[src/rtl/ctrl_pkg.sv]
// ----------------------------------------------------------------------------
// ctrl_pkg
// Shared definitions for the multi-cycle main controller:
//   - opcode constants decoded from the instruction register
//   - ALUOp class codes (also consumed by the ALU controller)
//   - ALUSrcB and PCSource mux encodings
//   - controller state enum and the packed control word
// ----------------------------------------------------------------------------
package ctrl_pkg;

    // Opcode field values
    localparam logic [5:0] OP_R     = 6'd0;
    localparam logic [5:0] OP_J     = 6'd2;
    localparam logic [5:0] OP_BEQ   = 6'd4;
    localparam logic [5:0] OP_BNE   = 6'd5;
    localparam logic [5:0] OP_ADDI  = 6'd8;
    localparam logic [5:0] OP_SLTIU = 6'd11;
    localparam logic [5:0] OP_ORI   = 6'd13;
    localparam logic [5:0] OP_LUI   = 6'd15;
    localparam logic [5:0] OP_LW    = 6'd35;
    localparam logic [5:0] OP_SW    = 6'd43;

    // ALUOp class codes; code 0 is reserved and never driven
    localparam logic [2:0] ALUOP_BNE   = 3'd1;
    localparam logic [2:0] ALUOP_R     = 3'd2;
    localparam logic [2:0] ALUOP_ADD   = 3'd3;
    localparam logic [2:0] ALUOP_SLTIU = 3'd4;
    localparam logic [2:0] ALUOP_BEQ   = 3'd5;
    localparam logic [2:0] ALUOP_LUI   = 3'd6;
    localparam logic [2:0] ALUOP_ORI   = 3'd7;

    // ALU B-operand mux
    localparam logic [1:0] SRCB_RT     = 2'd0;
    localparam logic [1:0] SRCB_FOUR   = 2'd1;
    localparam logic [1:0] SRCB_IMM    = 2'd2;
    localparam logic [1:0] SRCB_IMM_SH = 2'd3;

    // PC source mux
    localparam logic [1:0] PCSRC_ALU    = 2'd0;
    localparam logic [1:0] PCSRC_ALUOUT = 2'd1;
    localparam logic [1:0] PCSRC_JUMP   = 2'd2;

    typedef enum logic [3:0] {
        FETCH     = 4'd0,
        DECODE    = 4'd1,
        MEM_ADDR  = 4'd2,
        MEM_READ  = 4'd3,
        MEM_WB    = 4'd4,
        MEM_WRITE = 4'd5,
        R_EXEC    = 4'd6,
        R_WB      = 4'd7,
        I_EXEC    = 4'd8,
        I_WB      = 4'd9,
        BRANCH    = 4'd10,
        JUMP      = 4'd11
    } state_t;

    typedef struct packed {
        logic [2:0] alu_op;
        logic       alu_src_a;
        logic [1:0] alu_src_b;
        logic       iord;
        logic       mem_read;
        logic       mem_write;
        logic       ir_write;
        logic       reg_write;
        logic       reg_dst;
        logic       memto_reg;
        logic [1:0] pc_source;
        logic       pc_en;
        logic       illegal;
    } ctrl_t;

    // States whose exit to FETCH completes an instruction
    function automatic logic is_retiring(input state_t s);
        return (s == MEM_WB) || (s == MEM_WRITE) || (s == R_WB) ||
               (s == I_WB)   || (s == BRANCH)    || (s == JUMP);
    endfunction

endpackage

[src/rtl/mc_ctrl_fsm_if.sv]
// ----------------------------------------------------------------------------
// mc_ctrl_fsm_if
// Bundle between the main controller and the datapath.
//   master : controller side (reads opcode/ready/zero, drives control word)
//   slave  : datapath side
// ----------------------------------------------------------------------------
interface mc_ctrl_fsm_if #(
    parameter int RETIRE_W = 32
);
    logic [5:0]          instr_op_i;
    logic                mem_ready_i;
    logic                zero_i;
    logic [2:0]          ALUOp_o;
    logic                ALUSrcA_o;
    logic [1:0]          ALUSrcB_o;
    logic                IorD_o;
    logic                MemRead_o;
    logic                MemWrite_o;
    logic                IRWrite_o;
    logic                RegWrite_o;
    logic                RegDst_o;
    logic                MemtoReg_o;
    logic [1:0]          PCSource_o;
    logic                pc_en_o;
    logic                illegal_o;
    logic [3:0]          state_o;
    logic [RETIRE_W-1:0] retired_o;

    modport master (
        input  instr_op_i, mem_ready_i, zero_i,
        output ALUOp_o, ALUSrcA_o, ALUSrcB_o, IorD_o, MemRead_o, MemWrite_o,
               IRWrite_o, RegWrite_o, RegDst_o, MemtoReg_o, PCSource_o,
               pc_en_o, illegal_o, state_o, retired_o
    );

    modport slave (
        output instr_op_i, mem_ready_i, zero_i,
        input  ALUOp_o, ALUSrcA_o, ALUSrcB_o, IorD_o, MemRead_o, MemWrite_o,
               IRWrite_o, RegWrite_o, RegDst_o, MemtoReg_o, PCSource_o,
               pc_en_o, illegal_o, state_o, retired_o
    );
endinterface

[src/rtl/mc_out_decode.sv]
// ----------------------------------------------------------------------------
// mc_out_decode
// Combinational control-word decode for the multi-cycle controller.
//   state     : current controller state
//   op        : opcode in effect for this instruction
//   mem_ready : memory handshake (gates IRWrite/pc_en in FETCH)
//   zero      : ALU zero flag (gates pc_en in BRANCH)
//   ctrl      : full control word
// ----------------------------------------------------------------------------
module mc_out_decode
    import ctrl_pkg::*;
(
    input  state_t     state,
    input  logic [5:0] op,
    input  logic       mem_ready,
    input  logic       zero,
    output ctrl_t      ctrl
);

    always_comb begin
        // NOTE: full default first so no path through the case infers a latch.
        ctrl        = '0;
        // States that do not use the ALU still present a valid class, since
        // code 0 is reserved.
        ctrl.alu_op = ALUOP_ADD;

        unique case (state)
            FETCH: begin
                ctrl.mem_read  = 1'b1;
                ctrl.alu_src_b = SRCB_FOUR;
                ctrl.pc_source = PCSRC_ALU;
                ctrl.ir_write  = mem_ready;
                ctrl.pc_en     = mem_ready;
            end
            DECODE: begin
                // Precompute the branch target into ALUOut.
                ctrl.alu_src_b = SRCB_IMM_SH;
                unique case (op)
                    OP_R, OP_J, OP_BEQ, OP_BNE, OP_ADDI, OP_SLTIU,
                    OP_ORI, OP_LUI, OP_LW, OP_SW: ctrl.illegal = 1'b0;
                    default:                      ctrl.illegal = 1'b1;
                endcase
            end
            MEM_ADDR: begin
                ctrl.alu_src_a = 1'b1;
                ctrl.alu_src_b = SRCB_IMM;
            end
            MEM_READ: begin
                ctrl.mem_read = 1'b1;
                ctrl.iord     = 1'b1;
            end
            MEM_WB: begin
                ctrl.reg_write = 1'b1;
                ctrl.memto_reg = 1'b1;
            end
            MEM_WRITE: begin
                ctrl.mem_write = 1'b1;
                ctrl.iord      = 1'b1;
            end
            R_EXEC: begin
                ctrl.alu_src_a = 1'b1;
                ctrl.alu_src_b = SRCB_RT;
                ctrl.alu_op    = ALUOP_R;
            end
            R_WB: begin
                ctrl.reg_write = 1'b1;
                ctrl.reg_dst   = 1'b1;
            end
            I_EXEC: begin
                ctrl.alu_src_a = 1'b1;
                ctrl.alu_src_b = SRCB_IMM;
                unique case (op)
                    OP_SLTIU: ctrl.alu_op = ALUOP_SLTIU;
                    OP_ORI:   ctrl.alu_op = ALUOP_ORI;
                    OP_LUI:   ctrl.alu_op = ALUOP_LUI;
                    default:  ctrl.alu_op = ALUOP_ADD;
                endcase
            end
            I_WB: begin
                ctrl.reg_write = 1'b1;
            end
            BRANCH: begin
                ctrl.alu_src_a = 1'b1;
                ctrl.alu_src_b = SRCB_RT;
                ctrl.pc_source = PCSRC_ALUOUT;
                if (op == OP_BNE) begin
                    ctrl.alu_op = ALUOP_BNE;
                    ctrl.pc_en  = ~zero;
                end else begin
                    ctrl.alu_op = ALUOP_BEQ;
                    ctrl.pc_en  = zero;
                end
            end
            JUMP: begin
                ctrl.pc_source = PCSRC_JUMP;
                ctrl.pc_en     = 1'b1;
            end
            default: ctrl = ctrl;
        endcase
    end

endmodule

[src/rtl/mc_ctrl_fsm.sv]
// ----------------------------------------------------------------------------
// mc_ctrl_fsm
// Multi-cycle main controller: FETCH -> DECODE -> execute/memory/writeback,
// stalling on the memory ready handshake.
//   clk_i : clock, rising edge
//   rst_i : synchronous active-high reset
//   bus   : mc_ctrl_fsm_if.master (opcode/ready/zero in, control word,
//           debug state and retired-instruction counter out)
// ----------------------------------------------------------------------------
module mc_ctrl_fsm
    import ctrl_pkg::*;
#(
    parameter int RETIRE_W = 32
) (
    input  logic          clk_i,
    input  logic          rst_i,
    mc_ctrl_fsm_if.master bus
);

    state_t              state;
    state_t              state_next;
    logic [5:0]          op_q;
    logic [5:0]          op_cur;
    logic [RETIRE_W-1:0] retired;
    ctrl_t               ctrl;

    // State register and retired counter.
    always_ff @(posedge clk_i) begin
        // NOTE: sequential state uses non-blocking assignments only.
        if (rst_i) begin
            state   <= FETCH;
            retired <= '0;
        end else begin
            state <= state_next;
            if (is_retiring(state) && (state_next == FETCH))
                retired <= retired + RETIRE_W'(1);
        end
    end

    // The opcode is captured in DECODE so later states do not depend on the
    // instruction register holding still.
    // NOTE: no reset needed; op_q is only read in states entered via DECODE.
    always_ff @(posedge clk_i) begin
        if (state == DECODE)
            op_q <= bus.instr_op_i;
    end

    assign op_cur = (state == DECODE) ? bus.instr_op_i : op_q;

    // Next-state logic.
    always_comb begin
        state_next = state;
        unique case (state)
            FETCH:     if (bus.mem_ready_i) state_next = DECODE;
            DECODE: begin
                unique case (bus.instr_op_i)
                    OP_LW, OP_SW:                     state_next = MEM_ADDR;
                    OP_R:                             state_next = R_EXEC;
                    OP_ADDI, OP_SLTIU, OP_ORI, OP_LUI: state_next = I_EXEC;
                    OP_BEQ, OP_BNE:                   state_next = BRANCH;
                    OP_J:                             state_next = JUMP;
                    default:                          state_next = FETCH;
                endcase
            end
            MEM_ADDR:  state_next = (op_q == OP_LW) ? MEM_READ : MEM_WRITE;
            MEM_READ:  if (bus.mem_ready_i) state_next = MEM_WB;
            MEM_WRITE: if (bus.mem_ready_i) state_next = FETCH;
            R_EXEC:    state_next = R_WB;
            I_EXEC:    state_next = I_WB;
            MEM_WB, R_WB, I_WB, BRANCH, JUMP: state_next = FETCH;
            default:   state_next = FETCH;
        endcase
    end

    mc_out_decode u_out_decode (
        .state     (state),
        .op        (op_cur),
        .mem_ready (bus.mem_ready_i),
        .zero      (bus.zero_i),
        .ctrl      (ctrl)
    );

    // Output drive; side-effecting strobes are held low during reset.
    always_comb begin
        bus.ALUOp_o    = ctrl.alu_op;
        bus.ALUSrcA_o  = ctrl.alu_src_a;
        bus.ALUSrcB_o  = ctrl.alu_src_b;
        bus.IorD_o     = ctrl.iord;
        bus.RegDst_o   = ctrl.reg_dst;
        bus.MemtoReg_o = ctrl.memto_reg;
        bus.PCSource_o = ctrl.pc_source;
        bus.MemRead_o  = ctrl.mem_read  & ~rst_i;
        bus.MemWrite_o = ctrl.mem_write & ~rst_i;
        bus.IRWrite_o  = ctrl.ir_write  & ~rst_i;
        bus.RegWrite_o = ctrl.reg_write & ~rst_i;
        bus.pc_en_o    = ctrl.pc_en     & ~rst_i;
        bus.illegal_o  = ctrl.illegal   & ~rst_i;
        bus.state_o    = state;
        bus.retired_o  = retired;
    end

endmodule
[src/flat_wrapper.sv]
// flat-port wrapper written by rule: the top's interface ports become plain ports
module mc_ctrl_fsm_flat import ctrl_pkg::*;
#(
    parameter int RETIRE_W = 32
)
  (clk_i, rst_i, bus_instr_op_i, bus_mem_ready_i, bus_zero_i, bus_ALUOp_o, bus_ALUSrcA_o, bus_ALUSrcB_o, bus_IorD_o, bus_MemRead_o, bus_MemWrite_o, bus_IRWrite_o, bus_RegWrite_o, bus_RegDst_o, bus_MemtoReg_o, bus_PCSource_o, bus_pc_en_o, bus_illegal_o, bus_state_o, bus_retired_o);
  mc_ctrl_fsm_if #(.RETIRE_W(RETIRE_W)) bus_i ();
  input  logic clk_i;
  input  logic rst_i;
  input wire logic [$bits(bus_i.instr_op_i)-1:0] bus_instr_op_i;
  input wire logic [$bits(bus_i.mem_ready_i)-1:0] bus_mem_ready_i;
  input wire logic [$bits(bus_i.zero_i)-1:0] bus_zero_i;
  output wire logic [$bits(bus_i.ALUOp_o)-1:0] bus_ALUOp_o;
  output wire logic [$bits(bus_i.ALUSrcA_o)-1:0] bus_ALUSrcA_o;
  output wire logic [$bits(bus_i.ALUSrcB_o)-1:0] bus_ALUSrcB_o;
  output wire logic [$bits(bus_i.IorD_o)-1:0] bus_IorD_o;
  output wire logic [$bits(bus_i.MemRead_o)-1:0] bus_MemRead_o;
  output wire logic [$bits(bus_i.MemWrite_o)-1:0] bus_MemWrite_o;
  output wire logic [$bits(bus_i.IRWrite_o)-1:0] bus_IRWrite_o;
  output wire logic [$bits(bus_i.RegWrite_o)-1:0] bus_RegWrite_o;
  output wire logic [$bits(bus_i.RegDst_o)-1:0] bus_RegDst_o;
  output wire logic [$bits(bus_i.MemtoReg_o)-1:0] bus_MemtoReg_o;
  output wire logic [$bits(bus_i.PCSource_o)-1:0] bus_PCSource_o;
  output wire logic [$bits(bus_i.pc_en_o)-1:0] bus_pc_en_o;
  output wire logic [$bits(bus_i.illegal_o)-1:0] bus_illegal_o;
  output wire logic [$bits(bus_i.state_o)-1:0] bus_state_o;
  output wire logic [$bits(bus_i.retired_o)-1:0] bus_retired_o;
  assign bus_i.instr_op_i = bus_instr_op_i;
  assign bus_i.mem_ready_i = bus_mem_ready_i;
  assign bus_i.zero_i = bus_zero_i;
  assign bus_ALUOp_o = bus_i.ALUOp_o;
  assign bus_ALUSrcA_o = bus_i.ALUSrcA_o;
  assign bus_ALUSrcB_o = bus_i.ALUSrcB_o;
  assign bus_IorD_o = bus_i.IorD_o;
  assign bus_MemRead_o = bus_i.MemRead_o;
  assign bus_MemWrite_o = bus_i.MemWrite_o;
  assign bus_IRWrite_o = bus_i.IRWrite_o;
  assign bus_RegWrite_o = bus_i.RegWrite_o;
  assign bus_RegDst_o = bus_i.RegDst_o;
  assign bus_MemtoReg_o = bus_i.MemtoReg_o;
  assign bus_PCSource_o = bus_i.PCSource_o;
  assign bus_pc_en_o = bus_i.pc_en_o;
  assign bus_illegal_o = bus_i.illegal_o;
  assign bus_state_o = bus_i.state_o;
  assign bus_retired_o = bus_i.retired_o;
  mc_ctrl_fsm #(.RETIRE_W(RETIRE_W)) u_core (.clk_i(clk_i), .rst_i(rst_i), .bus(bus_i));
endmodule
[config.mk]
export PLATFORM = sky130hd
export DESIGN_NAME = mc_ctrl_fsm_flat
export DESIGN_NICKNAME = d
export VERILOG_FILES = /design/src/rtl/ctrl_pkg.sv /design/src/rtl/mc_ctrl_fsm_if.sv /design/src/rtl/mc_out_decode.sv /design/src/rtl/mc_ctrl_fsm.sv /design/src/flat_wrapper.sv
export SDC_FILE = /design/constraint.sdc
export NUM_CORES = 1
export LEC_CHECK = 0
export CAP_MARGIN = 40
export CELL_PAD_IN_SITES_DETAIL_PLACEMENT = 0
export CELL_PAD_IN_SITES_GLOBAL_PLACEMENT = 1
export CORE_AREA = 5 5 99 78
export CTS_CLUSTER_DIAMETER = 200
export DETAILED_ROUTE_END_ITERATION = 7
export DIE_AREA = 0 0 104 83
export GPL_TIMING_DRIVEN = 0
export PLACE_DENSITY_LB_ADDON = 0.1
export SLEW_MARGIN = 10
export SYNTH_ARGS = -nofsm -noshare
export SYNTH_HDL_FRONTEND = slang
export SYNTH_SLANG_ARGS = --single-unit
[constraint.sdc]
create_clock -name clk_i -period 3.1 [get_ports clk_i]
set_clock_uncertainty 0.15 [all_clocks]
set_input_delay 0.31 -clock clk_i [delete_from_list [all_inputs] [get_ports clk_i]]
set_output_delay 0.31 -clock clk_i [all_outputs]
set_load 0.1 [all_outputs]
== Word level (Yosys, flattened, before mapping) ==
Cells that the tools add are included.

* Add/sub/neg operators: 1
* $mul: 0
* Divide/modulo/power cells: 0
* Order comparisons: 0
* Equality and inequality tests: 30
* Shifts and indexed selects: 0
* Multiplexer cells: 23
* Bitwise operators: 8
* Reductions and logical operators: 19

{| class="wikitable"
|+ Operator list
! cell !! number
|-
| $eq 6x4->1 const B || 8
|-
| $add 32x1->32 const B || 1
|-
| $eq 6x6->1 const B || 5
|-
| $pmux 4 s7 || 1
|-
| $pmux 3 s3 || 3
|-
| $eq 6x3->1 const B || 4
|-
| $pmux 4 s5 || 1
|-
| $eq 4x3->1 const B || 4
|-
| $eq 4x4->1 const B || 4
|-
| $eq 6x2->1 const B || 2
|-
| $logic_not 6->1 || 2
|-
| $mux 4 || 3
|-
| $mux 1 || 11
|-
| $reduce_or 10->1 || 1
|-
| $reduce_or 2->1 || 5
|-
| $eq 4x2->1 const B || 2
|-
| $logic_not 4->1 || 2
|-
| $reduce_or 4->1 || 2
|-
| $and 1x1->1 || 6
|-
| $mux 3 || 2
|-
| $mux 6 || 1
|-
| $pmux 2 s3 || 1
|-
| $logic_or 1x1->1 || 5
|-
| $eq 4x1->1 const B || 1
|-
| other kinds (3) || 4
|}

* Register bits: 42
* Bits in latches: 0
* RAM bits: 0
* Memory bits (read-only): 0
* Input bits: 10
* Output and inout port bits: 53
* Logic and storage cells: 84
* Memories: 0

== Longest topological paths before layout ==
* Depth in word-level cells: 7
* Mapped depth: 7
* Mapped depth without buffers: 5

== By module ==
From an unflattened synthesis, not the netlist that was laid out.

* Cells, all modules: 304
* Area total of the unflattened synthesis: 2409.8 um2

{| class="wikitable"
|+ Modules (own cells, without submodules)
! module !! times used !! cells each !! area each (um2) !! seq. area each (um2)
|-
| mc_ctrl_fsm || 1 || 250 || 2087.0 || 840.8
|-
| mc_out_decode || 1 || 54 || 322.8 || 0.0
|}

== Worst setup path after synthesis ==
No wires, ideal clock.

* Kind: register to output
* Start point: register u_core.state[0] (netlist: u_core.bus.state_o[0])
* End point: output port bus_MemRead_o
* Arrival: 4.256 ns
* Data required time: 2.640 ns
* Path slack: -1.616 ns
* Stages on the path, launching flop included: 5
* Buffers on the path: 1
* Path through: dfxtp_1 -> buf_2 -> nand2b_1 -> nand2_1 -> nor4_1

* Cells in the longest elaborated chain, start to end: 4
* Elaborated cells between the ends (all ways): 5
* Those cells by class: eq/ne: 1; mux: 1; bitwise: 1; reduce/logical: 2

{| class="wikitable"
|+ Ends and longest elaborated chain
! element !! RTL line !! text
|-
| start: declaration || mc_ctrl_fsm.sv:20 || <nowiki>state_t state;</nowiki>
|-
| start signal: assignment || mc_ctrl_fsm.sv:34 || <nowiki>state <= state_next;</nowiki>
|-
| $eq 4x2->1 / $logic_not 4->1 (equally long branches) || mc_out_decode.sv:27 || <nowiki>unique case (state)</nowiki>
|-
| $reduce_or 2->1 (no source line) (*) || n/a ||
|-
| $mux 1 (*) || mc_out_decode.sv:27 ||
|-
| $and 1x1->1 (*) || mc_ctrl_fsm.sv:92 || <nowiki>bus.MemRead_o = ctrl.mem_read & ~rst_i;</nowiki>
|-
| end: declaration || flat_wrapper.sv:17 || <nowiki>output wire logic [$bits(bus_i.MemRead_o)-1:0] bus_MemRead_o;</nowiki>
|}

Mark *: on every way between the ends. The rest lies on a longest branch, timed or not.

== Worst setup path in the final report ==
* Start point: register u_core.state[2] (netlist: u_core.bus.state_o[2])
* End point: output port bus_ALUOp_o[0]

* Cells in the longest elaborated chain, start to end: 5
* Elaborated cells between the ends (all ways): 10
* Those cells by class: eq/ne: 7; mux: 3

{| class="wikitable"
|+ Ends and longest elaborated chain
! element !! RTL line !! text
|-
| $eq 4x1->1 || mc_ctrl_fsm.sv:48 || <nowiki>assign op_cur = (state == DECODE) ? bus.instr_op_i : op_q;</nowiki>
|-
| $mux 6 || n/a ||
|-
| $eq 6x4->1 || mc_out_decode.sv:72 || <nowiki>unique case (op)</nowiki>
|-
| $pmux 3 s3 || mc_out_decode.sv:72 ||
|-
| $pmux 3 s3 (*) || mc_out_decode.sv:27 ||
|-
| end: declaration || flat_wrapper.sv:13 || <nowiki>output wire logic [$bits(bus_i.ALUOp_o)-1:0] bus_ALUOp_o;</nowiki>
|}

Marked as above.

==> flow_summary.ini <==
[outcome]
run_status = complete, no violations

[grt]
global_route.usage.total_pct = 18.2
grt_start_max_net_pins = 13
first_global_vias = 2579
globalRoute.totalOverflow = 0
antenna_found_initial = 0
grt_first_pass_wirelength_mm = 13.2

[worst_hold_path]
worst_hold_path_type = in -> reg
min_path_cells = 3

[detailed_routing]
drt-total-wl_mm = 7.96
route.layer.met1.wl_mm = 3.90
met2WireLength_mm = 3.62
drtIter0Drc = 124
drt-wirelength-per-cell_um = 15.5
final_antenna_net_count = 0
via_count = 2802
detail_route.vias_per_cell = 5.44
top_signal_layer_used = met4
remaining_drc_errors = 0
drt_first_pass_iters = 5
wl_met3_um = 357

[floorplan]
die_h_um = 83
boundaryPins = 63
starting_density_of_the_core_pct = 36.8
fp-row-count = 26
floorplan.die.width_um = 104
fp.coreArea_um2 = 6640
floorplan.die_area_um2 = 8630

[power]
comb_power_share_pct = 20.3
power_leakage_nw = 1.49
net-switching-power_w = 0.000377
clock_power_share_pct = 31.1
worst_ir_drop_vdd_v = 0.000219
power_per_cell_area_nw_per_um2 = 286
pwr-share-seq_pct = 48.6
power_report.internal_total_w = 0.000827
power.share.switching_pct = 31.3

[synthesis]
postSynthCellCount = 314
netlist-cell-type-count = 51
yosysSeqAreaShare_pct = 34.4
most_used_dff_post_synth = sky130_fd_sc_hd__dfxtp_1
syn-num-nets = 325
syn-mean-instance-area_um2 = 7.79
synth.cell_area_um2 = 2440
synth_warnings = 0
synth.ff_latch_count = 42
asyncSetResetFlopFracSynth_pct = 0
synth_edf_count = 0

[critical_path]
crit_path_end_kind = primary output
timing_worst_setup_path_type = reg -> out
timing.critical_path.required_ns = 2.64
critical_path_peak_fanout = 8
critPathArrivalTime_ns = 2.51
category_of_the_worst_setup_path_launch_point = flip-flop
reg2reg_depth = 5

[clocking]
insertion_delay_ns = 0.30
cts-root-buf = sky130_fd_sc_hd__clkbuf_8
path_clk_slew_ns = 0.08
postCtsHoldBufs = 0
cts_sink_count = 42
cts_max_path_buffers = 2
cts_made_buffers = 5
cts.htree.levels = 2
tritoncts = done

[timing]
timing.final.max_slew_violations = 0
period_needed_ns = 2.97
period_share_pct = 95.8
final-hold-violation-count = 0
finalSetupViolations = 0
timing.fmax_mhz = 337
grt_setup_unrepaired = false
worst-slew-pin-transition_ns = 0.634
hold_slack_ns = 0.239
timing.slew.headroom_pct = 57.1

[placed_design]
finalWeightedCongestion = 0.825
dp_hpwl_mm = 5.88
port_buffers = 58
number_of_cells_in_the_design_after_placement = 509

[cells_and_area]
area_growth_syn_to_layout_pct = 71.9
ratio_of_cells_with_drive_above_1_in_the_final_layout_pct = 24.4
nFillCells = 584
final_cell_count_no_fill = 515
insertedDiodeCount = 0
multi_input_combinational_cell_area_um2 = 1650
leading_cell_type_in_the_layout_fill_and_taps_excluded = sky130_fd_sc_hd__clkdlybuf4s50_1
seq_area_um2 = 846
mostFrequentLayoutCells = sky130_fd_sc_hd__clkdlybuf4s50_1, sky130_fd_sc_hd__buf_8, sky130_fd_sc_hd__nand2_1
final_net_count = 441

[job]
max_cap_viol_count = 0
==> final timing paths <==
kind	start	end	slack, ns
setup / recovery	u_core.bus.state_o[2]$_SDFF_PP0_	bus_ALUOp_o[0]	0.13
hold / removal	bus_instr_op_i[0]	u_core.op_q[0]$_DFF_P_	0.24
setup reg to reg	u_core.bus.retired_o[3]$_SDFFE_PP0P_	u_core.bus.retired_o[29]$_SDFFE_PP0P_	0.75
hold reg to reg	u_core.op_q[4]$_DFF_P_	u_core.op_q[4]$_DFF_P_	0.33
==> logic make-up (layout without fill, tap and decap cells) <==
logic type,Yosys count,after routing,share of synthesized area (%)
simple gates,158,158,37.1
compound gates,63,63,16.1
flops,42,42,34.4
buf+inv,31,148,4.96
xor+xnor,16,16,5.73
mux,3,3,1.28
fa+ha+maj,1,1,0.512
==> power groups by stage <==
stage	combinational, W	sequential [W]	clock [W]
floorplan	0.000141	0.000599	0
global route	0.000261	0.000590	0.000410
global placement	0.000200	0.000592	0
detailed placement	0.000229	0.000593	0
finish	0.000244	0.000586	0.000375
CTS	0.000241	0.000584	0.000386
==> state kept, by name (all words and copies together) (netlist names) <==
signal	cells
u_core.op_q	6
u_core.bus.state_o	4
u_core.bus.retired_o	32
==> stage by stage <==
step	total power [W]	instance area, um^2	setup TNS, ns	utilization (%)	setup WS, ns
after floorplan	0.000740	2560	-0.213	-	-0.121
final	0.00120	4200	0	63.3	0.130
after global routing	0.00126	4200	0	63.3	0.0320
after CTS	0.00121	4190	0	63.2	0.0545
after global placement	0.000793	3250	-2.73	48.9	-0.604
after detailed placement	0.000821	4040	-0.830	60.9	-0.275
==> Yosys cell counts (3+ instances only) <==
master	n	area, um^2
sky130_fd_sc_hd__clkbuf_1	16	60.1
sky130_fd_sc_hd__o31ai_1	8	60.1
sky130_fd_sc_hd__or4_1	8	60.1
sky130_fd_sc_hd__nor2_1	31	116
sky130_fd_sc_hd__nand3_1	5	25.0
sky130_fd_sc_hd__xor2_1	9	78.8
sky130_fd_sc_hd__o22ai_1	4	25.0
sky130_fd_sc_hd__nor3_1	8	40.0
sky130_fd_sc_hd__nor4_1	4	25.0
sky130_fd_sc_hd__nand4_1	15	93.8
sky130_fd_sc_hd__xnor2_1	7	61.3
sky130_fd_sc_hd__buf_2	3	15.0
sky130_fd_sc_hd__nand2_1	40	150
sky130_fd_sc_hd__a21oi_1	23	115
sky130_fd_sc_hd__o21ai_0	15	75.1
sky130_fd_sc_hd__a31oi_1	3	18.8
sky130_fd_sc_hd__nand4_2	3	37.5
sky130_fd_sc_hd__and3_1	3	18.8
sky130_fd_sc_hd__o211ai_1	3	22.5
sky130_fd_sc_hd__or3_1	12	75.1
sky130_fd_sc_hd__inv_1	10	37.5
sky130_fd_sc_hd__and2_1	3	18.8
sky130_fd_sc_hd__dfxtp_1	42	841
sky130_fd_sc_hd__nand2b_1	5	31.3
==> critical path, stage by stage (launching register included) <==
cell	delay, ns
sky130_fd_sc_hd__dfxtp_2	0.32
sky130_fd_sc_hd__buf_2	0.19
sky130_fd_sc_hd__or4b_4	0.57
sky130_fd_sc_hd__nor3_4	0.22
sky130_fd_sc_hd__nand2_2	0.11
sky130_fd_sc_hd__o22ai_4	0.23
sky130_fd_sc_hd__a31oi_4	0.10
sky130_fd_sc_hd__dlygate4sd2_1	0.29
sky130_fd_sc_hd__buf_8	0.17
==> layer usage <==
| metal | vias to the layer above | track usage (%) |
|---|---|---|
| met1 | 1326 | 27.2 |
| met2 | 92 | 26.9 |
| met3 | 11 | 2.71 |
| met4 | 0 | 4.94 |
| met5 | - | 0 |
| li1 | 1373 | - |
==> area by class of cell <==
type,count,share of cell area [%]
buffer,20,2.26
clock buffer,7,2.05
clock inverter,1,0.119
inverter,10,0.893
multi-input combinational,241,39.3
sequential,42,20.1
tap,84,2.50
timing repair buffer,110,32.8
==> what timing repair did <==
action                                 in CTS  in global routing
resized for setup                          21                  1
setup buffers                               2                  1
setup endpoints to repair                   5                  2
pin swaps                                   3                  1
endpoints found under the hold margin       0                  0
No activity file was read; power rests on OpenSTA's default activity.
